[config.mk]
export PLATFORM = sky130hd
export DESIGN_NAME = pipe_stage_reg_flat
export DESIGN_NICKNAME = d
export VERILOG_FILES = /design/src/rtl/pipe_stage_reg_if.sv /design/src/rtl/pipe_stage_reg.sv /design/src/flat_wrapper.sv
export SDC_FILE = /design/constraint.sdc
export NUM_CORES = 1
export LEC_CHECK = 0
export CELL_PAD_IN_SITES_DETAIL_PLACEMENT = 2
export CELL_PAD_IN_SITES_GLOBAL_PLACEMENT = 2
export CORE_ASPECT_RATIO = 0.5
export CORE_UTILIZATION = 27
export CTS_CLUSTER_SIZE = 12
export DETAILED_ROUTE_END_ITERATION = 8
export PLACE_DENSITY_LB_ADDON = 0.1
export SLEW_MARGIN = 15
export SYNTH_ARGS = -nofsm -noshare
export SYNTH_HDL_FRONTEND = slang
export SYNTH_SLANG_ARGS = --single-unit
[constraint.sdc]
create_clock -name clk -period 4.9 [get_ports clk]
set_input_delay 0.735 -clock clk [delete_from_list [all_inputs] [get_ports clk]]
set_output_delay 0.735 -clock clk [all_outputs]
set_load 0.01 [all_outputs]
[src/rtl/pipe_stage_reg_if.sv]
// pipe_stage_reg_if
// Bundles the upstream (in_*) and downstream (out_*) valid/ready/data
// signals of one pipeline stage boundary.
//   slave  : view used by the stage register itself
//            (accepts in_*, produces out_*, drives in_ready)
//   master : view used by the surrounding logic or a testbench
//            (produces in_*, consumes out_*, drives out_ready)
interface pipe_stage_reg_if #(
    parameter int DATA_W = 64
);
    logic              in_valid;
    logic              in_ready;
    logic [DATA_W-1:0] in_data;
    logic              out_valid;
    logic              out_ready;
    logic [DATA_W-1:0] out_data;

    modport slave (
        input  in_valid, in_data, out_ready,
        output in_ready, out_valid, out_data
    );

    modport master (
        output in_valid, in_data, out_ready,
        input  in_ready, out_valid, out_data
    );
endinterface

[src/rtl/pipe_stage_reg.sv]
// pipe_stage_reg
// Pipeline stage register for inter-stage boundaries (IF/ID, ID/EX, ...).
// Carries a DATA_W payload with valid/ready flow control, a synchronous
// flush and a saturating stall-cycle counter.
// With SKID=1 a second (skid) entry lets in_ready come straight from a
// flop, so there is no combinational path from out_ready to in_ready.
// With SKID=0 it is a plain single register with in_ready depending on
// out_ready.
// Ports:
//   clk          rising-edge clock
//   reset        asynchronous, active-high
//   flush        synchronous flush, discards every held entry
//   bus          slave side of pipe_stage_reg_if (in_* / out_* handshake)
//   occupancy    number of held entries (0..2, max 1 when SKID=0)
//   stall_cycles saturating count of cycles with out_valid & !out_ready
module pipe_stage_reg #(
    parameter int                DATA_W    = 64,
    parameter logic [DATA_W-1:0] FLUSH_VAL = {32'h00400000, 32'h00000000},
    parameter int                SKID      = 1,
    parameter int                CNT_W     = 16
) (
    input  logic               clk,
    input  logic               reset,
    input  logic               flush,
    pipe_stage_reg_if.slave    bus,
    output logic [1:0]         occupancy,
    output logic [CNT_W-1:0]   stall_cycles
);

    // Encoding doubles as the occupancy count.
    typedef enum logic [1:0] {
        EMPTY = 2'd0,
        ONE   = 2'd1,
        FULL  = 2'd2
    } state_t;

    state_t             state_q, state_d;
    logic               out_valid_q, out_valid_d;
    logic               in_ready_q, in_ready_d;
    logic [DATA_W-1:0]  main_q, main_d;
    logic [DATA_W-1:0]  skid_q, skid_d;
    logic [CNT_W-1:0]   stall_q, stall_d;

    logic in_ready;
    logic in_fire;
    logic out_fire;

    // The skid variant only gates its registered ready with flush; the
    // single-register variant must look at out_ready to keep full throughput.
    assign in_ready = (SKID != 0) ? (in_ready_q & ~flush)
                                  : ((~out_valid_q | bus.out_ready) & ~flush);

    assign in_fire  = bus.in_valid & in_ready;
    assign out_fire = out_valid_q & bus.out_ready;

    assign bus.in_ready  = in_ready;
    assign bus.out_valid = out_valid_q;
    assign bus.out_data  = main_q;
    assign occupancy     = state_q;
    assign stall_cycles  = stall_q;

    always_comb begin
        state_d = state_q;
        main_d  = main_q;
        skid_d  = skid_q;

        if (flush) begin
            state_d = EMPTY;
            main_d  = FLUSH_VAL;
            skid_d  = FLUSH_VAL;
        end else if (SKID != 0) begin
            case (state_q)
                EMPTY: begin
                    if (in_fire) begin
                        state_d = ONE;
                        main_d  = bus.in_data;
                    end
                end
                ONE: begin
                    if (in_fire && out_fire) begin
                        main_d = bus.in_data;
                    end else if (in_fire) begin
                        // Downstream is stalled: park the new entry behind main.
                        state_d = FULL;
                        skid_d  = bus.in_data;
                    end else if (out_fire) begin
                        state_d = EMPTY;
                    end
                end
                FULL: begin
                    if (out_fire) begin
                        state_d = ONE;
                        main_d  = skid_q;
                    end
                end
                default: state_d = EMPTY;
            endcase
        end else begin
            if (in_fire) begin
                state_d = ONE;
                main_d  = bus.in_data;
            end else if (out_fire) begin
                state_d = EMPTY;
            end
        end

        // Handshake outputs are registered as a function of the next state.
        out_valid_d = (state_d != EMPTY);
        in_ready_d  = (state_d != FULL);

        stall_d = stall_q;
        if (out_valid_q && !bus.out_ready && (stall_q != {CNT_W{1'b1}})) begin
            stall_d = stall_q + CNT_W'(1);
        end
    end

    always_ff @(posedge clk or posedge reset) begin
        if (reset) begin
            state_q     <= EMPTY;
            out_valid_q <= 1'b0;
            in_ready_q  <= 1'b1;
            main_q      <= FLUSH_VAL;
            skid_q      <= FLUSH_VAL;
            stall_q     <= '0;
        end else begin
            state_q     <= state_d;
            out_valid_q <= out_valid_d;
            in_ready_q  <= in_ready_d;
            main_q      <= main_d;
            skid_q      <= skid_d;
            stall_q     <= stall_d;
        end
    end

endmodule

[src/flat_wrapper.sv]
// flat-port wrapper written by rule: the top's interface ports become plain ports
module pipe_stage_reg_flat 
#(
    parameter int                DATA_W    = 64,
    parameter logic [DATA_W-1:0] FLUSH_VAL = {32'h00400000, 32'h00000000},
    parameter int                SKID      = 1,
    parameter int                CNT_W     = 16
)
  (clk, reset, flush, occupancy, stall_cycles, bus_in_valid, bus_in_data, bus_out_ready, bus_in_ready, bus_out_valid, bus_out_data);
  pipe_stage_reg_if #(.DATA_W(DATA_W)) bus_i ();
  input  logic clk;
  input  logic reset;
  input  logic flush;
  output logic [1:0] occupancy;
  output logic [CNT_W-1:0] stall_cycles;
  input wire logic [$bits(bus_i.in_valid)-1:0] bus_in_valid;
  input wire logic [$bits(bus_i.in_data)-1:0] bus_in_data;
  input wire logic [$bits(bus_i.out_ready)-1:0] bus_out_ready;
  output wire logic [$bits(bus_i.in_ready)-1:0] bus_in_ready;
  output wire logic [$bits(bus_i.out_valid)-1:0] bus_out_valid;
  output wire logic [$bits(bus_i.out_data)-1:0] bus_out_data;
  assign bus_i.in_valid = bus_in_valid;
  assign bus_i.in_data = bus_in_data;
  assign bus_i.out_ready = bus_out_ready;
  assign bus_in_ready = bus_i.in_ready;
  assign bus_out_valid = bus_i.out_valid;
  assign bus_out_data = bus_i.out_data;
  pipe_stage_reg #(.DATA_W(DATA_W), .FLUSH_VAL(FLUSH_VAL), .SKID(SKID), .CNT_W(CNT_W)) u_core (.clk(clk), .reset(reset), .flush(flush), .bus(bus_i), .occupancy(occupancy), .stall_cycles(stall_cycles));
endmodule
# Word-level counts from Yosys, hierarchy flattened
# Cells that the tools add are included.
# classes
add_sub_neg	1
n_eq_ne	8
muxes	15
bitwise	4
reduce_logical	11
# op_table
op	count
64-bit 2-to-1 mux	7
64-bit one-hot mux with 3 select lines	1
16-bit by 1-bit adder with 16-bit output, second input constant	1
16-bit != test, second input constant	1
2-bit 2-to-1 mux	6
3-bit by 2-bit != test with 1-bit output, second input constant	3
2-bit one-hot mux with 3 select lines	1
2-bit nonzero test	3
2-bit != test, second input constant	2
4-bit AND reduction	1
4-bit nonzero test	1
1-bit AND	3
1-bit logical AND	3
3-bit AND reduction	1
2-bit by 1-bit == test with 1-bit output, second input constant	1
2-bit == test, second input constant	1
2-bit logical NOT	1
1-bit logical NOT	1
1-bit inverter	1
# totals
inputBits	69
out_inout_bits	84
elab_cells	45
register_bits	148

# Longest topological paths before layout
# depth
word_depth	8
depth_mapped	7
mapped_depth_nobuf	5

# Worst setup path after synthesis
# Ideal clock, no wire load.
# synth_timing
path_kind	in2out
from	input flush
to	output bus_in_ready
path_buffers	2
arrival_ns	1.287
path_slack_ns	2.878
cell_stages	3
required_ns	4.165
path_cell_list	buf_2 > buf_1 > nor2b_1
# synth_via
elab_chain_len	2
# synth_rtl
element	line_no	rtl
start: declaration	flat_wrapper.sv:13	input logic flush;
1-bit inverter	n/a	
1-bit AND	pipe_stage_reg.sv:50	assign in_ready = (SKID != 0) ? (in_ready_q & ~flush)
end: declaration	flat_wrapper.sv:19	output wire logic [$bits(bus_i.in_ready)-1:0] bus_in_ready;
# Every way passes these cells.

# Worst setup path in the final report
# layout_timing
from	input bus_out_ready
to	register u_core.main_q[44], in the netlist u_core.bus.out_data[44]
# layout_via
elab_chain_len	4
elab_cells_between_ends	5
cone_classes	eq/ne (2); bitwise (1); reduce/logical (2)
# layout_rtl
element	line_no	rtl
start: declaration	flat_wrapper.sv:18	input wire logic [$bits(bus_i.out_ready)-1:0] bus_out_ready;
1-bit AND (*)	pipe_stage_reg.sv:54	assign out_fire = out_valid_q & bus.out_ready;
1-bit logical AND	pipe_stage_reg.sv:80	if (in_fire && out_fire) begin
3-bit by 2-bit != test with 1-bit output (no source line)	n/a	
4-bit AND reduction (no source line) (*)	n/a	
end signal: assignment	pipe_stage_reg.sv:129	main_q <= main_d;
end: declaration	pipe_stage_reg.sv:40	logic [DATA_W-1:0] main_q, main_d;
# Every way passes the cells marked *; elsewhere a longest branch is shown, timed or not.
# A chain may end at the register's enable or synchronous reset.

==> parameters.txt <==
Parameter                              Value

Placement
  # port buffers ... 152
  GPL Wtd Cong ... 0.786
  Placed cell areas ... 0.00862 mm2
  DP HPWL ... 13500 um
  Worst slack at placement ... 1.79 ns

Status
  Run status ... completed

Min path
  Worst hold start ... u_core.skid_q[42]
  Hold Path Depth ... 2
  Worst min-delay path endpoint ... u_core.skid_q[42]
  Worst min path class ... flip-flop to flip-flop

Logic synthesis
  Post-synthesis cell type count ... 44
  Post-synthesis xor/xnor area fraction ... 0.0142
  Post-synthesis mux area share ... 0.00645
  Most used flip-flop cell after synthesis ... sky130_fd_sc_hd__dfrtp_1
  Post-synth top area share ... 0.535
  Synthesis warning total ... 0
  Mean instance size in the synthesized netlist ... 9.20 um2
  Compound-gate portion of the synthesized area ... 0.144
  Post-synthesis cell type with the largest combined area ... sky130_fd_sc_hd__dfrtp_1
  Post-Syn Nets ... 808
  Top-count cell post-synth ... sky130_fd_sc_hd__nand2_1
  Number of enable-type register cells in the synthesized netlist ... 0
  Adder-cell share of the synthesized area ... 0.00184
  Sequential-to-total area share from yosys stat ... 0.546
  Share of async-settable or async-resettable flops after synthesis ... 1.00
  List of most frequent post-synthesis cells ... sky130_fd_sc_hd__nand2_1 (200), sky130_fd_sc_hd__dfrtp_1 (145), sky130_fd_sc_hd__nor2_1 (71), sky130_fd_sc_hd__o21ai_0 (66), sky130_fd_sc_hd__nand2b_1 (65)
  Count of mapped cells out of synthesis ... 738
  Synth Register Bits ... 148
  Combinational family with the most area after synthesis ... simple AND/OR/NAND/NOR gates
  Simple-Gate Fraction of Synth Area ... 0.248
  Netlist area before placement ... 0.00679 mm2
  Top post-synthesis cells by area ... sky130_fd_sc_hd__dfrtp_1 (53%), sky130_fd_sc_hd__nand2_1 (11%), sky130_fd_sc_hd__a311oi_1 (8.1%)

STA
  Final-report setup violation count ... 0
  RSZ-0062 raised after global routing ... no
  Smallest setup slack after layout ... 2.24 ns
  Max Slew Vio Count ... 0
  Number of hold violations in the final report ... 0
  Time the final worst path needs with I/O delays and setup ... 2.66 ns
  Measured slew at the worst slew-check pin ... 0.950 ns
  Ratio of final minimum period to clock period ... 0.544
  Max transition margin ... 0.367
  Summed negative setup slack over all endpoints ... 0 ns
  Highest attainable clock frequency ... 375 MHz
  Worst Skew ... 0.00597 ns

GRT
  Initial antenna violation count ... 0
  Total congestion overflow ... 0
  Global-route wire length before repair ... 35100 um
  Largest net degree at the start of global routing ... 101
  Global router's overall resource usage ... 0.177
  Via count of the first global-routing pass ... 6471

Drt
  Remaining routing DRC violations ... 0
  Number of nets with antenna violations after detailed routing ... 0
  Vias per Instance ... 4.82
  DR WL/cell ... 17.6 um
  Iteration-0 DRC count of the detailed router ... 320
  Post-Route WL ... 21300 um
  First-pass DRT Iterations ... 4
  Via count ... 5829

Floorplan
  Floorplan die height ... 114 um
  # IOs ... 153
  Starting density of the core ... 0.279
  Die Footprint ... 0.0258 mm2
  Std-Cell Rows ... 40
  Die extent in x ... 226 um
  Area of the core ... 0.0243 mm2

CTS
  Maximum clock path buffer count ... 2
  Number of H-tree levels ... 4
  Root buffer cell ... sky130_fd_sc_hd__clkbuf_16
  CTS tree ... done
  TritonCTS Buffers ... 17
  Number of gates resized after CTS ... 0
  Count of buffers added by post-CTS timing repair for setup ... 0
  Clk Latency, worst-skew pair ... 0.44 ns
  Number of clock sinks ... 148
  Cts hold-fix bufs ... 0
  Clk slew on worst S/H paths ... 0.06 ns

Final layout
  Area Growth Syn to Fin ... 35.6%
  Layout Cell Area excl Fill ... 0.00920 mm2
  Share of final-layout standard cells stronger than drive strength 1 ... 0.0618
  Net total in the final layout ... 933
  Layout Utilization ... 0.378
  Diode count ... 0

Power and ir drop
  Clock network fraction of total power ... 0.374
  Net switching power ... 0.00102 W
  Sequential group share of total power ... 0.420
  Leakage power summed over all cells ... 3.84 nW
  Combinational fraction of design power ... 0.206
  Total internal power ... 0.00254 W
  Switching part of the total ... 0.287
  Power density cells ... 387 mW/mm2
  Largest vdd supply drop ... 0.219 mV
  Final Power ... 0.00356 W

Critical path
  Endpoint class of the critical path ... flip-flop
  Worst path required time ... 5.22 ns
  Cells along the critical path ... clkdlybuf4s50_1 -> a21boi_0 -> o41ai_4 -> buf_4 -> nor2_1 -> a311oi_1
  Highest net fanout along the worst path ... 66
  Buffering stage count on the worst path with inverters included ... 2
  R2r setup slk ... 2.47 ns
  Startpoint of the lowest-slack register-to-register path ... u_core.occupancy[0]
  R2R cell count ... 4
  FF-to-FF End ... u_core.bus.out_data[41]
  CP delay by family, top ... buffers and inverters
  Largest stage delay, worst path ... 0.64 ns
  Kind of start point of the critical path ... input port
  Cell with the biggest individual delay on the critical path ... sky130_fd_sc_hd__clkdlybuf4s50_1
  WS Path Type ... input port to flip-flop
  Data arrival, critical path ... 2.98 ns

Run
  Number of maximum-capacitance constraint violations ... 0
==> power groups by stage <==
| stage | Sequential (W) | Clock (W) | Combinational (W) |
|---|---|---|---|
| 2_1_floorplan | 0.00153 | 0 | 0.000333 |
| 3_3_place_gp | 0.00151 | 0 | 0.000731 |
| 6_report | 0.00149 | 0.00133 | 0.000734 |
| 4_1_cts | 0.00150 | 0.00137 | 0.000755 |
| 3_5_place_dp | 0.00152 | 0 | 0.000750 |
| 5_1_grt | 0.00152 | 0.00144 | 0.000817 |
==> placed cells by master (no fill, tap or decap), types with 3 or more instances in the layout <==
master / count
sky130_fd_sc_hd__clkbuf_8: 5
sky130_fd_sc_hd__nand2_1: 200
sky130_fd_sc_hd__nor4_1: 3
sky130_fd_sc_hd__nor2_1: 71
sky130_fd_sc_hd__buf_4: 10
sky130_fd_sc_hd__xnor2_1: 3
sky130_fd_sc_hd__dfstp_2: 3
sky130_fd_sc_hd__nand3_1: 5
sky130_fd_sc_hd__xor2_1: 8
sky130_fd_sc_hd__clkdlybuf4s50_1: 151
sky130_fd_sc_hd__nand2b_1: 64
sky130_fd_sc_hd__a311oi_1: 63
sky130_fd_sc_hd__inv_1: 5
sky130_fd_sc_hd__dfrtp_1: 145
sky130_fd_sc_hd__clkbuf_16: 17
sky130_fd_sc_hd__nor2b_1: 3
sky130_fd_sc_hd__o21ai_0: 66
sky130_fd_sc_hd__a21oi_1: 3
sky130_fd_sc_hd__nor3_1: 6
sky130_fd_sc_hd__clkbuf_1: 4
==> metal layers <==
layer | vias to the layer above | track usage | wire length, um
met5 | - | 0 | 0
met4 | 0 | 0.0518 | 237
met3 | 17 | 0.0416 | 681
met2 | 77 | 0.302 | 10700
met1 | 2987 | 0.223 | 9700
li1 | 2748 | - | -
==> kinds of logic after synthesis <==
group,count (synthesis)
xor gates and xnor gates,11
DFF,148
AOI/OAI and AO/OA,141
adders and majority gates,1
muxes,4
buffers and inverters,62
and+or+nand+nor,371
==> how the worst max path moves through the flow <==
| stage | startpoint | end | slack [ns] | depth (start not counted) |
|---|---|---|---|---|
| after floorplan | reset | u_core.bus.out_data[0] | 0.19 | 1 |
| after global placement | bus_out_ready | u_core.bus.out_data[24] | 1.95 | 6 |
| after detailed placement | bus_out_ready | u_core.bus.out_data[44] | 1.79 | 6 |
| after CTS | bus_out_ready | u_core.bus.out_data[44] | 2.25 | 6 |
| after global routing | bus_out_ready | u_core.bus.out_data[41] | 2.12 | 6 |
| final | bus_out_ready | u_core.bus.out_data[44] | 2.24 | 6 |
==> sequential cells by signal, indices dropped and copies added (netlist names) <==
register              flops
u_core.bus.out_data      64
u_core.bus.out_valid      1
u_core.stall_cycles      16
u_core.skid_q            64
u_core.in_ready_q         1
u_core.occupancy          2
==> tightest hold or removal path: stages, from the launching register on <==
cell and delay, ns:
sky130_fd_sc_hd__dfrtp_1 0.34, sky130_fd_sc_hd__nand2_1 0.05, sky130_fd_sc_hd__o21ai_0 0.06
==> per-stage QoR <==
stage / instances / hold WS (ns)
after floorplan: 738 / 0.450
after global placement: 1180 / 0.461
after detailed placement: 1180 / 0.473
after CTS: 1210 / 0.485
after global routing: 1210 / 0.515
final: 1210 / 0.480
==> layout make-up <==
type                    count  area (um2)
clock buffers              26         509
clock inverters             4        70.1
fillers                  2671       15100
inverters                   6        27.5
multi-input cells         528        2860
flip-flops and latches    148        3710
well taps                 336         420
repair buffers            162        1610
Note: power is estimated with default switching activity, not from simulation.
